`src/rtl/anemo_meas_sequencer.sv`:
```
`default_nettype none
// ============================================================================
// Module      : anemo_meas_sequencer
// Description : Gated edge counter for the anemometer input; latches the
//               count of each window as the wind-speed datum.
// Revision    : 1.0 - initial release
// ============================================================================
module anemo_meas_sequencer #(
    parameter int CLK_FREQ_HZ = 50_000_000,
    parameter int GATE_MS     = 1000,
    parameter int DATA_W      = 8
) (
    input  logic              clk,
    input  logic              reset_n,
    input  logic              in_freq,
    input  logic              continu,
    input  logic              start_stop,
    output logic [DATA_W-1:0] data_anemometre,
    output logic              data_valid,
    output logic              new_data,
    output logic              busy,
    output logic              sat
);

    localparam int c_gate_cycles = (CLK_FREQ_HZ / 1000) * GATE_MS;
    localparam int c_gate_w      = $clog2(c_gate_cycles + 1);
    localparam logic [c_gate_w-1:0] c_gate_last = c_gate_w'(c_gate_cycles - 1);
    localparam logic [DATA_W-1:0]   c_cnt_max   = '1;

    typedef enum logic [1:0] {
        S_IDLE  = 2'd0,
        S_GATE  = 2'd1,
        S_LATCH = 2'd2
    } state_t;

    state_t              r_state;
    logic [c_gate_w-1:0] r_gate_cnt;
    logic [DATA_W-1:0]   r_cnt;
    logic                r_win_sat;
    logic                r_in_meta;
    logic                r_in_sync;
    logic                r_in_hist;
    logic                r_start_q;

    logic w_edge;
    logic w_start_pulse;

    assign w_edge        = r_in_sync & ~r_in_hist;
    assign w_start_pulse = start_stop & ~r_start_q;

    always_ff @(posedge clk or negedge reset_n) begin
        if (!reset_n) begin
            r_state         <= S_IDLE;
            r_gate_cnt      <= '0;
            r_cnt           <= '0;
            r_win_sat       <= 1'b0;
            r_in_meta       <= 1'b0;
            r_in_sync       <= 1'b0;
            r_in_hist       <= 1'b0;
            r_start_q       <= 1'b0;
            data_anemometre <= '0;
            data_valid      <= 1'b0;
            new_data        <= 1'b0;
            busy            <= 1'b0;
            sat             <= 1'b0;
        end else begin
            r_in_meta <= in_freq;
            r_in_sync <= r_in_meta;
            r_in_hist <= r_in_sync;
            r_start_q <= start_stop;
            new_data  <= 1'b0;

            case (r_state)
                S_IDLE: begin
                    r_gate_cnt <= '0;
                    r_cnt      <= '0;
                    r_win_sat  <= 1'b0;
                    if (continu || w_start_pulse) begin
                        r_state <= S_GATE;
                        busy    <= 1'b1;
                        // Only a pure single-shot start invalidates the previous result
                        if (!continu) begin
                            data_valid <= 1'b0;
                            sat        <= 1'b0;
                        end
                    end
                end

                S_GATE: begin
                    r_gate_cnt <= r_gate_cnt + 1'b1;
                    if (w_edge) begin
                        if (r_cnt == c_cnt_max) begin
                            r_win_sat <= 1'b1;
                        end else begin
                            r_cnt <= r_cnt + 1'b1;
                        end
                    end
                    if (r_gate_cnt == c_gate_last) begin
                        r_state <= S_LATCH;
                    end
                end

                S_LATCH: begin
                    data_anemometre <= r_cnt;
                    sat             <= r_win_sat;
                    data_valid      <= 1'b1;
                    new_data        <= 1'b1;
                    r_win_sat       <= 1'b0;
                    r_gate_cnt      <= '0;
                    // An edge seen during the latch cycle opens the next window's count
                    if (continu) begin
                        r_state <= S_GATE;
                        r_cnt   <= {{(DATA_W-1){1'b0}}, w_edge};
                    end else begin
                        r_state <= S_IDLE;
                        busy    <= 1'b0;
                        r_cnt   <= '0;
                    end
                end

                default: begin
                    r_state <= S_IDLE;
                    busy    <= 1'b0;
                end
            endcase
        end
    end

endmodule
`default_nettype wire

```
`config.mk`:
```
export PLATFORM = sky130hd
export DESIGN_NAME = anemo_meas_sequencer
export DESIGN_NICKNAME = d
export VERILOG_FILES = /design/src/rtl/anemo_meas_sequencer.sv
export SDC_FILE = /design/constraint.sdc
export NUM_CORES = 1
export LEC_CHECK = 0
export CAP_MARGIN = 20
export CORE_MARGIN = 2
export CORE_UTILIZATION = 59
export CTS_CLUSTER_SIZE = 16
export DETAILED_ROUTE_END_ITERATION = 8
export PLACE_DENSITY = 0.83
export SYNTH_ARGS = -nofsm -noshare
export SYNTH_HDL_FRONTEND = slang
export SYNTH_SLANG_ARGS = --single-unit
```
`constraint.sdc`:
```
create_clock -name clk -period 2.7 [get_ports clk]
set_input_delay 0.54 -clock clk [delete_from_list [all_inputs] [get_ports clk]]
set_output_delay 0.54 -clock clk [all_outputs]
set_load 0.01 [all_outputs]
```
==> results of run 1 <==
-- metal layers --
metal / wire, µm / share of wire [%] / vias to the layer above
met5: 0 / 0 / -
met4: 79 / 1.3 / 0
met3: 287 / 4.8 / 10
met2: 2780 / 46 / 71
met1: 2840 / 47 / 1095
li1: - / - / 1097
-- worst max-delay path, delay by kind of cell (launching register included) --
family	cells	cell delay (ns)
adder cells (fa/ha/maj)	1	0.32
flip-flops	1	0.43
AO/OA/AOI/OAI	2	0.46
AND/OR/NAND/NOR	2	0.98
-- cells in the final DEF (no fill, tap or decap), drive strengths merged, types with 3 or more instances in the layout --
cell type,n
a211o,3
mux2,10
nor2,15
or3,6
nand3,14
inv,6
xor2,3
clkdlybuf4s50,15
nor3,5
dfrtp,53
or4,15
o31ai,16
a22o,5
o21ai,12
clkbuf,6
nand2b,3
clkinv,3
or2,3
nand2,24
nor4,4
ha,7
buf,8
nand4,9
a21oi,19
and3,4
and4,3
-- worst max-delay path by stage --
| stage | to | slack, ns | cells past startpoint |
|---|---|---|---|
| 2_1_floorplan | r_state[0] | 0.65 | 5 |
| 3_3_place_gp | r_state[0] | 0.51 | 5 |
| 3_5_place_dp | r_state[0] | 0.41 | 5 |
| 4_1_cts | r_state[0] | 0.41 | 5 |
| 5_1_grt | r_gate_cnt[17] | 0.25 | 5 |
| 6_report | r_state[0] | 0.37 | 5 |
-- metrics by stage --
step	utilization, %	total power, mW	area (µm²)	worst slack (ns)	hold WS (ns)
after CTS	66.9	1.41	3100	0.407	0.360
final	66.9	1.40	3100	0.371	0.340
after global placement	65.1	0.974	3020	0.512	0.338
after detailed placement	65.1	0.978	3020	0.413	0.339
after global routing	66.9	1.46	3100	0.251	0.389
after floorplan	-	0.932	2790	0.651	0.244
-- area by class of cell --
| class | count | area (µm²) |
|---|---|---|
| sequential | 53 | 1330 |
| clock inverter | 2 | 10.0 |
| fill | 374 | 1530 |
| clock buffer | 6 | 72.6 |
| multi-input combinational | 208 | 1390 |
| timing repair buffer | 23 | 208 |
| tap | 54 | 67.6 |
| inverter | 7 | 26.3 |
-- sequential cells by signal, summed over array words and instances (netlist names) --
signal and cells:
busy 1, data_anemometre 8, data_valid 1, new_data 1
r_cnt 8, r_gate_cnt 26, r_in_hist 1, r_in_meta 1
r_in_sync 1, r_start_q 1, r_state 2, r_win_sat 1
sat 1
-- kinds of logic (layout without fill, tap and decap cells) --
family / Yosys count / count (layout) / share of synthesized area [%]
AND/OR/NAND/NOR: 117 / 117 / 24.4
AO/OA/AOI/OAI: 67 / 67 / 15.9
flip-flops: 53 / 53 / 47.6
buffers and inverters: 19 / 38 / 2.69
multiplexers: 12 / 12 / 4.76
adder cells (fa/ha/maj): 7 / 7 / 3.14
XOR/XNOR: 5 / 5 / 1.57
-- power groups by stage --
stage                     Clock (mW)  Combinational, mW  Sequential (mW)
final                          0.438             0.0923            0.871
after global routing           0.470              0.107            0.879
after detailed placement           0             0.0931            0.885
after floorplan                    0             0.0607            0.872
after global placement             0             0.0892            0.884
after CTS                      0.445             0.0931            0.870
==> metrics.csv, run 1 <==
stage,metric,value,unit
run_status,result_of_the_run,"complete, no violations",
clocking,htree_levels,2,
logic_synthesis,ys_dominant_reg_cell,sky130_fd_sc_hd__dfrtp_1,
power_and_ir_drop,seqPwrFrac,62.2,%
timing,period_minus_slack,2.33,ns
power_and_ir_drop,netSwitchingFraction,25.0,%
placement,place.gp.congestion,0.893,
timing,finalClockSkew,0.00847,ns
placement,number_of_instances_in_the_placed_design,345,
grt,grt_pass1_vias,2129,
floorplanning,floorplan.core_area,0.00463,mm²
logic_synthesis,yosys_warnings,0,
grt,gr-usage-all-layers,24.3,%
floorplanning,number_of_primary_i_o_pins,17,
timing,finalHoldViolations,0,
power_and_ir_drop,power_per_cell_area,452,mW/mm²
worst_hold_path,hp-class,in -> async,
logic_synthesis,ys_async_sr_fraction,100,%
floorplanning,fp.dieArea,0.00529,mm²
timing,tightestPinTransition,0.747,ns
worst_setup_path,critical_path.endpoint_type,flip-flop,
placement,port-buffer-count,16,
worst_setup_path,ff2ff_setup_slack,0.37,ns
clocking,cts_hold_repair.buffers,0,
floorplanning,die_width,72.8,µm
routing,number_of_nets_with_antenna_violations_after_detailed_routing,0,
timing,number_of_setup_violations_in_the_final_report,0,
power_and_ir_drop,irDropWorstVdd,0.341,mV
worst_setup_path,path_cells,ha_1 > or4b_1 > or4_4 > o311ai_2 > o211ai_1,
clocking,cts-root-buf,sky130_fd_sc_hd__clkbuf_8,
logic_synthesis,synth.yosys.seq_area_share,47.6,%
job,drv_cap,0,
worst_setup_path,arrival,2.49,ns
worst_setup_path,setup.worst_path.start_class,flip-flop,
grt,antenna_violations_before_repair,0,
worst_setup_path,maximum_fanout_along_the_worst_path,6,
floorplanning,floorplan.rows,25,
logic_synthesis,syn-cell-area,0.00279,mm²
worst_setup_path,reg2reg_depth,5,
grt,groute.layer.met3.usage,4.56,%
worst_setup_path,critical_setup_path_kind,reg -> reg,
timing,max-slew-margin-rel,49.8,%
logic_synthesis,post-synth-top-count-cell,sky130_fd_sc_hd__dfrtp_1,
worst_setup_path,critical_path.reg2reg.startpoint,r_gate_cnt[0],
grt,grt_start_max_net_pins,54,
final_layout,syn_to_final_growth,11.1,%
clocking,worstSkewPairLatency,0.31,ns
routing,dr.first_iter.drc_count,248,
power_and_ir_drop,leakagePower,1.30,nW
power_and_ir_drop,comb_power_share,6.6,%
grt,busiest_layer,met1,
logic_synthesis,syn_avg_cell_area,9.96,µm²
timing,final_report_max_slew_violation_count,0,
logic_synthesis,synthTopCellsByCount,"53 x sky130_fd_sc_hd__dfrtp_1, 24 x sky130_fd_sc_hd__nand2_1, 19 x sky130_fd_sc_hd__a21oi_1, 16 x sky130_fd_sc_hd__o31ai_1, 15 x sky130_fd_sc_hd__nor2_1",
worst_setup_path,critPathSlowestCell,sky130_fd_sc_hd__or4_4,
routing,routed_wl,5980,µm
logic_synthesis,netlist-cell-type-count,53,
power_and_ir_drop,p_clk_share,31.2,%
logic_synthesis,synth.area.top_cells,"sky130_fd_sc_hd__dfrtp_1 48%, sky130_fd_sc_hd__o31ai_1 4.3%, sky130_fd_sc_hd__mux2_2 4.0%",
timing,fin_setup_tns,0,ns
worst_setup_path,r2r_end,r_state[0],
floorplanning,fp.dieH,72.8,µm
clocking,cts_num_sinks,53,
grt,grt.met1_usage,35.8,%
timing,period_share,86.3,%
logic_synthesis,count_of_state_elements_after_synthesis,53,
worst_setup_path,cp.required,2.87,ns
grt,wire_length_of_the_first_global_routing_pass,9990,µm
logic_synthesis,synth-edff-count,0,
final_layout,final_layout_size_suffix_gt1_share,12.0,%
power_and_ir_drop,power.switching,350,µW
power_and_ir_drop,cellInternalPower,1.05,mW
clocking,postCtsSetupBuffers,0,
routing,drc,0,
final_layout,num_antenna_cells,0,
routing,via_count,2273,
logic_synthesis,yosysTopAreaCell,sky130_fd_sc_hd__dfrtp_1,
grt,grtUsageMet2,35.4,%
clocking,clk_path_buf_depth,2,
clocking,tritoncts,yes,
routing,routedWlPerCell,16.9,µm
clocking,numCtsBuffers,5,
logic_synthesis,synth_top_area_share,47.6,%
timing,setup_repair_after_global_routing_missed_its_margin,no,
routing,detail_route.first_pass.iterations,4,
worst_setup_path,critical-path-max-stage-delay,0.52,ns
placement,dp_hpwl,4010,µm
worst_setup_path,crit_path_launch,r_gate_cnt[0],
timing,max_freq,429,MHz
final_layout,final_cells,353,
final_layout,net_count_reported_at_finish,310,
logic_synthesis,synth_cells,280,
clocking,cts.repair.resized,0,
routing,vias_per_cell,6.44,
grt,grt_total_ovfl,0,
clocking,clk_pin_slew_worst_paths,0.09,ns
floorplanning,initial_utilization,60.2,%
logic_synthesis,syn_nets,292,
Note: power is estimated with default switching activity, not from simulation.
==> inputs of run 2 (changes only) <==
CELL_PAD_IN_SITES_DETAIL_PLACEMENT = 0   (was default)
CELL_PAD_IN_SITES_GLOBAL_PLACEMENT = 1   (was default)
CORE_ASPECT_RATIO = 0.7   (was default)
CORE_UTILIZATION = 46   (was 59)
MAX_ROUTING_LAYER = met4   (was default)
PLACE_DENSITY = 0.82   (was 0.83)
==> metrics.csv, run 2 (synthesis gave the netlist of run 1 again) <==
stage,metric,value,unit
run_status,result_of_the_run,"complete, no violations",
power_and_ir_drop,irDropWorstVdd,0.212,mV
worst_setup_path,critical-path-max-stage-delay,0.68,ns
worst_setup_path,critPathSlowestCell,sky130_fd_sc_hd__or4_1,
clocking,tritoncts,yes,
worst_setup_path,r2r_end,r_gate_cnt[23],
floorplanning,fp.dieArea,0.00671,mm²
timing,max-slew-margin-rel,59.7,%
clocking,cts_num_sinks,53,
grt,gr-usage-all-layers,19.1,%
power_and_ir_drop,leakagePower,1.33,nW
routing,routedWlPerCell,16.1,µm
routing,number_of_nets_with_antenna_violations_after_detailed_routing,0,
worst_hold_path,hp-class,in -> async,
routing,dr.first_iter.drc_count,179,
clocking,cts-root-buf,sky130_fd_sc_hd__clkbuf_8,
floorplanning,floorplan.core_area,0.00578,mm²
routing,detail_route.first_pass.iterations,4,
timing,finalHoldViolations,0,
routing,drc,0,
timing,setup_repair_after_global_routing_missed_its_margin,no,
placement,postPlaceCellArea,0.00307,mm²
worst_setup_path,critical_path.endpoint_type,flip-flop,
timing,fin_setup_tns,0,ns
placement,number_of_instances_in_the_placed_design,368,
placement,port-buffer-count,16,
floorplanning,initial_utilization,48.2,%
worst_setup_path,setup.worst_path.start_class,flip-flop,
floorplanning,floorplan.rows,23,
job,drv_cap,0,
clocking,cts.repair.resized,0,
worst_setup_path,reg2reg_depth,5,
timing,period_share,86.4,%
timing,period_minus_slack,2.33,ns
worst_setup_path,path_cells,ha_1 > and4b_1 > nand4_2 > or4_1 > a21oi_1,
timing,tightestPinTransition,0.604,ns
final_layout,syn_to_final_growth,14.2,%
clocking,cts_hold_repair.buffers,0,
timing,number_of_setup_violations_in_the_final_report,0,
final_layout,layout.filler_cells,508,
grt,grt_total_ovfl,0,
final_layout,final_layout_size_suffix_gt1_share,12.6,%
clocking,htree_levels,2,
final_layout,biggestRegsByFlops,"r_gate_cnt: 26 flops, data_anemometre: 8 flops, r_cnt: 8 flops",
grt,wire_length_of_the_first_global_routing_pass,10200,µm
routing,via_count,2279,
clocking,postCtsSetupBuffers,0,
timing,finalClockSkew,0.00962,ns
final_layout,most_frequent_standard_cell_in_the_layout_excluding_fill_and_tap_cells,sky130_fd_sc_hd__dfrtp_1,
clocking,numCtsBuffers,5,
final_layout,finish.utilization,55.1,%
final_layout,layout.cell_area.non_filler,0.00319,mm²
final_layout,multi_input_comb_area,0.00139,mm²
worst_setup_path,critical_setup_path_kind,reg -> reg,
timing,worst_hold_slack,0.234,ns
clocking,clk_pin_slew_worst_paths,0.10,ns
final_layout,final_cell_mix,"53 x sky130_fd_sc_hd__dfrtp_1, 24 x sky130_fd_sc_hd__nand2_1, 19 x sky130_fd_sc_hd__a21oi_1, 16 x sky130_fd_sc_hd__o31ai_1",
worst_setup_path,arrival,2.57,ns
final_layout,final_cells,376,
final_layout,num_antenna_cells,0,
placement,dp_hpwl,4270,µm
final_layout,net_count_reported_at_finish,312,
worst_setup_path,ff2ff_setup_slack,0.37,ns
final_layout,final-seq-area,0.00133,mm²
final_layout,largest_register_ffs,26,
floorplanning,fp.dieH,69.1,µm
routing,routed_wl,6040,µm
floorplanning,die_width,97.1,µm
worst_setup_path,cp.required,2.94,ns
final_layout,top_register,r_gate_cnt,
placement,place.gp.congestion,0.842,
clocking,worstSkewPairLatency,0.31,ns
grt,grt_start_max_net_pins,29,
routing,vias_per_cell,6.06,
floorplanning,number_of_primary_i_o_pins,17,
worst_setup_path,critical_path.reg2reg.startpoint,r_state[0],
power_and_ir_drop,power_per_cell_area,480,mW/mm²
timing,final_report_max_slew_violation_count,0,
timing,max_freq,429,MHz
grt,grt_pass1_vias,1993,
grt,antenna_violations_before_repair,0,
clocking,clk_path_buf_depth,2,
worst_setup_path,maximum_fanout_along_the_worst_path,26,
==> run 2: cell type report <==
cell class / instances / share of cell area (%)
Tap cell: 75 / 2.95
Clock buffer: 7 / 2.71
Multi-Input combinational cell: 208 / 43.6
Sequential cell: 53 / 41.6
Clock inverter: 1 / 0.943
Timing Repair Buffer: 25 / 7.38
Inverter: 7 / 0.825
==> run 2: per-stage QoR <==
stage,power [mW],setup WS (ns)
final,1.53,0.367
after floorplan,0.932,0.651
after detailed placement,0.982,0.420
after global routing,1.59,0.210
after global placement,0.981,0.467
after CTS,1.54,0.407
==> run 2: routing by layer <==
layer | GRT usage, % | part of all wire [%] | wire length (µm)
met5 | - | 0 | 0
met4 | 4.38 | 0.79 | 48
met3 | 3.96 | 5.2 | 317
met2 | 24.6 | 40 | 2440
met1 | 30.3 | 54 | 3240
==> run 2: worst max-delay path, delay by kind of cell, from the launching register on <==
kind	cells	cell delay [ns]
and+or+nand+nor	3	1.43
DFF	1	0.45
adders and majority gates	1	0.23
AOI/OAI and AO/OA	1	0.16
==> run 2: how the worst max path moves through the flow <==
stage	start	endpoint	slack [ns]	depth (start not counted)
after floorplan	r_gate_cnt[0]	r_state[0]	0.65	5
after global placement	r_gate_cnt[0]	r_state[0]	0.47	5
after detailed placement	r_gate_cnt[0]	r_state[0]	0.42	5
after CTS	r_state[0]	r_gate_cnt[17]	0.41	5
after global routing	r_state[0]	r_gate_cnt[17]	0.21	5
final	r_state[0]	r_gate_cnt[23]	0.37	5
==> run 2: power by group <==
group	internal, mW	switching, mW
logic	0.0468	0.0475
registers	0.827	0.0457
clock network	0.303	0.259
total	1.18	0.352
==> inputs of run 3 (changes only) <==
CORE_ASPECT_RATIO = 1.2   (was 0.7)
CORE_UTILIZATION = 45   (was 46)
PLACE_DENSITY = 0.81   (was 0.82)
==> metrics.csv, run 3 (synthesis gave the netlist of run 1 again) <==
stage,metric,value,unit
clocking,numCtsBuffers,5,
timing,setup_ws,0.492,ns
clocking,htree_levels,2,
worst_setup_path,setup.worst_path.start_class,flip-flop,
timing,period_minus_slack,2.21,ns
power_and_ir_drop,leakagePower,1.30,nW
final_layout,final_layout_size_suffix_gt1_share,11.7,%
routing,vias_per_cell,5.84,
power_and_ir_drop,p_clk_share,36.0,%
clocking,worstSkewPairLatency,0.31,ns
timing,tightestPinTransition,0.753,ns
timing,period_share,81.8,%
job,drv_cap,0,
clocking,tritoncts,yes,
final_layout,biggestRegsByFlops,"r_gate_cnt: 26 flops, data_anemometre: 8 flops, r_cnt: 8 flops",
final_layout,multi_input_comb_area,0.00139,mm²
grt,grt_start_max_net_pins,54,
floorplanning,die_width,75.9,µm
clocking,clk_path_buf_depth,2,
timing,setup_repair_after_global_routing_missed_its_margin,no,
power_and_ir_drop,power.switching,352,µW
grt,gr-usage-all-layers,20.2,%
routing,dr.first_iter.drc_count,188,
worst_hold_path,hp-class,in -> async,
timing,finalHoldViolations,0,
timing,number_of_setup_violations_in_the_final_report,0,
worst_setup_path,critical-path-max-stage-delay,0.51,ns
worst_setup_path,ff2ff_setup_slack,0.49,ns
power_and_ir_drop,irDropWorstVdd,0.289,mV
clocking,clk_pin_slew_worst_paths,0.10,ns
floorplanning,fp.dieH,90.2,µm
timing,finalClockSkew,0.00828,ns
final_layout,net_count_reported_at_finish,309,
final_layout,layout.filler_cells,559,
routing,number_of_nets_with_antenna_violations_after_detailed_routing,0,
grt,grt_total_ovfl,0,
routing,routed_wl,6040,µm
power_and_ir_drop,cellInternalPower,1.15,mW
routing,detail_route.first_pass.iterations,5,
clocking,postCtsSetupBuffers,0,
final_layout,finish.utilization,52.5,%
worst_setup_path,maximum_fanout_along_the_worst_path,6,
placement,dp_hpwl,4090,µm
placement,number_of_instances_in_the_placed_design,372,
timing,fin_setup_tns,0,ns
final_layout,most_frequent_standard_cell_in_the_layout_excluding_fill_and_tap_cells,sky130_fd_sc_hd__dfrtp_1,
routing,routedWlPerCell,15.9,µm
clocking,cts-root-buf,sky130_fd_sc_hd__clkbuf_8,
placement,port-buffer-count,16,
worst_setup_path,cp.required,2.88,ns
power_and_ir_drop,netSwitchingFraction,23.4,%
timing,worst_hold_slack,0.340,ns
worst_setup_path,arrival,2.39,ns
power_and_ir_drop,power_per_cell_area,476,mW/mm²
placement,detailedPlace.worstSlack,0.521,ns
placement,place.gp.congestion,0.841,
floorplanning,floorplan.rows,31,
worst_setup_path,critical_setup_path_kind,reg -> reg,
run_status,result_of_the_run,"complete, no violations",
grt,wire_length_of_the_first_global_routing_pass,10500,µm
floorplanning,number_of_primary_i_o_pins,17,
floorplanning,initial_utilization,46.4,%
worst_setup_path,critical_path.endpoint_type,flip-flop,
final_layout,final_cell_mix,"53 x sky130_fd_sc_hd__dfrtp_1, 24 x sky130_fd_sc_hd__nand2_1, 19 x sky130_fd_sc_hd__a21oi_1, 16 x sky130_fd_sc_hd__o31ai_1",
floorplanning,floorplan.core_area,0.00601,mm²
final_layout,top_register,r_gate_cnt,
timing,max_freq,453,MHz
final_layout,syn_to_final_growth,13.1,%
worst_setup_path,critPathSlowestCell,sky130_fd_sc_hd__or4_4,
timing,final_report_max_slew_violation_count,0,
worst_setup_path,count_of_buffering_cells_on_the_critical_path_with_inverters_included,0,
worst_setup_path,critPathTopFamily,simple AND/OR/NAND/NOR gates,
routing,via_count,2221,
power_and_ir_drop,comb_power_share,6.1,%
clocking,cts.repair.resized,0,
power_and_ir_drop,seqPwrFrac,57.9,%
final_layout,num_antenna_cells,0,
worst_setup_path,path_cells,ha_1 > or4b_1 > or4_4 > o311ai_2 > o211ai_1,
timing,max-slew-margin-rel,49.4,%
final_layout,final-seq-area,0.00133,mm²
grt,antenna_violations_before_repair,0,
clocking,cts_num_sinks,53,
final_layout,largest_register_ffs,26,
routing,drc,0,
final_layout,final_cells,380,
grt,grt_pass1_vias,2158,
clocking,cts_hold_repair.buffers,0,
floorplanning,fp.dieArea,0.00685,mm²
run 3: cell count changes in the layout (fill, tap and decap cells not counted):
cell	change
sky130_fd_sc_hd__buf_12	-1
sky130_fd_sc_hd__clkbuf_8	-1
sky130_fd_sc_hd__buf_4	-2
sky130_fd_sc_hd__clkinv_4	+1
run 3: final cells by class:
cell class | instances | share of cell area (%)
timing repair buffer | 22 | 6.35
clock inverter | 2 | 1.23
inverter | 7 | 0.833
multi-input combinational | 208 | 44.0
clock buffer | 6 | 2.30
tap | 82 | 3.25
sequential | 53 | 42.0
run 3: stage by stage:
step / area, µm² / total power, mW
floorplan: 2790 / 0.932
global placement: 3040 / 0.978
detailed placement: 3040 / 0.979
CTS: 3150 / 1.52
global route: 3150 / 1.58
finish: 3150 / 1.50
run 3: routing by layer:
metal	routed length [µm]	GRT usage, %
met1	2840	27.1
met2	2920	30.3
met4	107	6.58
met3	170	4.04
met5	0	-
run 3: final timing paths:
check	cells past startpoint	start	end
setup / recovery	5	r_gate_cnt[0]	r_state[0]
hold / removal	2	reset_n	r_gate_cnt[22]
setup reg to reg	5	r_gate_cnt[0]	r_state[0]
hold reg to reg	0	r_in_meta	r_in_sync
max in group asynchronous	2	reset_n	r_gate_cnt[6]
min in group clk	0	r_in_meta	r_in_sync
run 3: power groups by stage:
stage / clock [mW] / combinational [mW] / sequential, mW
3_5_place_dp: 0 / 0.0929 / 0.886
3_3_place_gp: 0 / 0.0937 / 0.884
5_1_grt: 0.590 / 0.109 / 0.879
2_1_floorplan: 0 / 0.0607 / 0.872
6_report: 0.541 / 0.0919 / 0.869
4_1_cts: 0.561 / 0.0946 / 0.869
==> patch: new RTL, settings of run 1 <==
`CLK_FREQ_HZ`: 50_000_000 -> 12_500_000.
--- a/src/rtl/anemo_meas_sequencer.sv
+++ b/src/rtl/anemo_meas_sequencer.sv
@@ -8,3 +8,3 @@
 module anemo_meas_sequencer #(
-    parameter int CLK_FREQ_HZ = 50_000_000,
+    parameter int CLK_FREQ_HZ = 12_500_000,
     parameter int GATE_MS     = 1000,
Formal check against the unedited RTL: no difference found for any inputs over 10 cycles, from zero or initial values and one cycle with reset_n low; that may be too few to reach the edited logic, so the function may still have changed.
==> patch against run 1 <==
First-iteration DRC count shrank 22%. Via count shrank 5.8%. Design area shrank 4.7%. Synthesized cell count shrank 3.6%. Hold slack lost 220 ps. Area after synthesis shrank 5.4%. Worst setup slack lost 130 ps. Sequential cell count shrank 2. Wire length shrank 12%.
Power is not compared: it rests on default switching activity, and its combinational part moved more than twofold at a synthesized area within 25%.
==> patch: results (changes against run 1) <==
Status
  – Status: complete, no violations

CTS
  – Clk pin slew, worst setup/hold paths: 90 ps (about the same)
  – Skew-Pair Late Insertion Delay: 300 ps
  – CTS buffer count: 5 (unchanged)
  – H-tree levels: 2 (unchanged)
  – Setup bufs post-CTS: 0 (unchanged)
  – Cts repair resizes: 0 (unchanged)

Detailed routing
  – DRT Pass-1 Iters: 4 (unchanged)
  – Initial drt markers: 194 (-22%)
  – Routed vias/inst: 6.26 (-2.7%)
  – Post-Route WL: 5270 um (-12%)

Worst setup path
  – Reg2Reg Setup Slack: 250 ps (-130 ps)
  – R2r endpoint: r_gate_cnt[23]
  – Setup crit end kind: flop
  – Crit Path Max Fanout: 13 (+7)
  – Arr. time, crit path: 2680 ps (+190 ps)
  – CP Launch Type: flop
  – Path depth of the worst reg2reg path: 5 (unchanged)
  – Worst R2R Start: r_state[0]

Global routing
  – Vias in the first global route: 1976 (-7.2%)
  – GRT Resource Usage Total: 22.2% (-2.0 points)
  – Pin count of the biggest net entering global routing: 37 (-31%)
  – Global-route wire length before repair: 8960 um (-10%)

Timing
  – Slew of the pin with the lowest slew margin: 708 ps (-39.1 ps)
  – Fin crit period: 2450 ps (+126 ps)
  – Layout Skew: 8.91 ps (+0.439 ps)

Place
  – Area after DPL: 2850 um2 (-5.4%)
  – RD Place Congestion: 0.851 (-4.7%)
  – Setup WS pre-CTS: 276 ps (-137 ps)
  – PortBufs: 16 (unchanged)
  – Post-DP HPWL: 3640 um (-9.2%)

Yosys
  – Synth unique cells: 47 (-11%)
  – Post-synth ARST share: 100% (unchanged)
  – Syn_nets: 281 (-3.8%)
  – Post-synth top cells: dfrtp_1, nand2_1, a21oi_1, nand3_1
  – Sequential area share after synthesis: 48.4% (+0.83 points)
  – Ranking of synthesized cells by area: dfrtp_1, mux2_2, a21oi_1
  – Post-synth top flop: dfrtp_1

Power and ir drop
  – VDD IR max: 0.374 mV

Final layout
  – Layout cells sized above 1: 9.31% (-2.7 points)
  – ANT cells: 0 (unchanged)
  – Largest registers: r_gate_cnt x24, data_anemometre x8, r_cnt x8
  – NumNets Final: 300 (-3.2%)
-- patch: cell types whose count changed after synthesis, sizes merged, moves of 3 or more --
cell,change
a22o,-4
inv,+4
mux2i,+3
nand2,-3
nand3,+6
nand4,-5
o21ai,+4
o31ai,-9
or4,-8
xnor2,+5
xor2,-3
-- patch: logic make-up after synthesis --
logic type,after synthesis,share of synthesized area [%]
xor gates and xnor gates,7,2.32
and+or+nand+nor,111,23.1
adders and majority gates,6,2.85
buffers and inverters,19,3.04
muxes,14,5.74
DFF,51,48.4
AOI/OAI and AO/OA,62,14.6
-- patch: worst min path at each step --
stage	from	depth (start not counted)	endpoint	slack, ps
detailed placement	r_in_meta	0	r_in_sync	340
global placement	r_in_meta	0	r_in_sync	330
global route	reset_n	1	r_gate_cnt[6]	150
finish	reset_n	1	r_gate_cnt[6]	120
CTS	reset_n	1	r_gate_cnt[6]	130
floorplan	reset_n	0	busy	240
-- patch: worst max-delay path: stages (launching register included) --
cell      delay (ps)
dfrtp_1          430
ha_1             360
nand3b_1         300
or4_4            630
or4_1            490
a21oi_1          160
-- patch: per-stage QoR --
step | total power [mW] | std cells | util [%]
after CTS | 1.80 | 342 | 68.3
after floorplan | 1.18 | 270 | -
after detailed placement | 1.32 | 334 | 66.0
after global placement | 1.31 | 334 | 66.0
final | 1.79 | 342 | 68.3
after global routing | 1.88 | 342 | 68.3
-- patch: power by group through the flow --
stage	Sequential [mW]	Combinational (mW)	Clock [mW]
detailed placement	0.867	0.457	0
global placement	0.865	0.444	0
CTS	0.853	0.458	0.487
finish	0.855	0.462	0.477
floorplan	0.861	0.316	0
global route	0.859	0.509	0.513
-- patch: area by class of cell --
| cell class | instances | area (um2) |
|---|---|---|
| sequential | 51 | 1280 |
| tap | 52 | 65.1 |
| fill | 346 | 1370 |
| timing repair buffer | 21 | 193 |
| clock buffer | 8 | 100 |
| multi-input combinational | 200 | 1280 |
| inverter | 10 | 37.5 |
-- patch: routing by layer --
| layer | vias to the layer above | track usage, % | wire [um] |
|---|---|---|---|
| li1 | 1041 | - | - |
| met1 | 1024 | 29.8 | 2440 |
| met2 | 68 | 36.8 | 2510 |
| met3 | 9 | 4.42 | 250 |
| met4 | 0 | 6.92 | 72 |
| met5 | - | 0 | 0 |
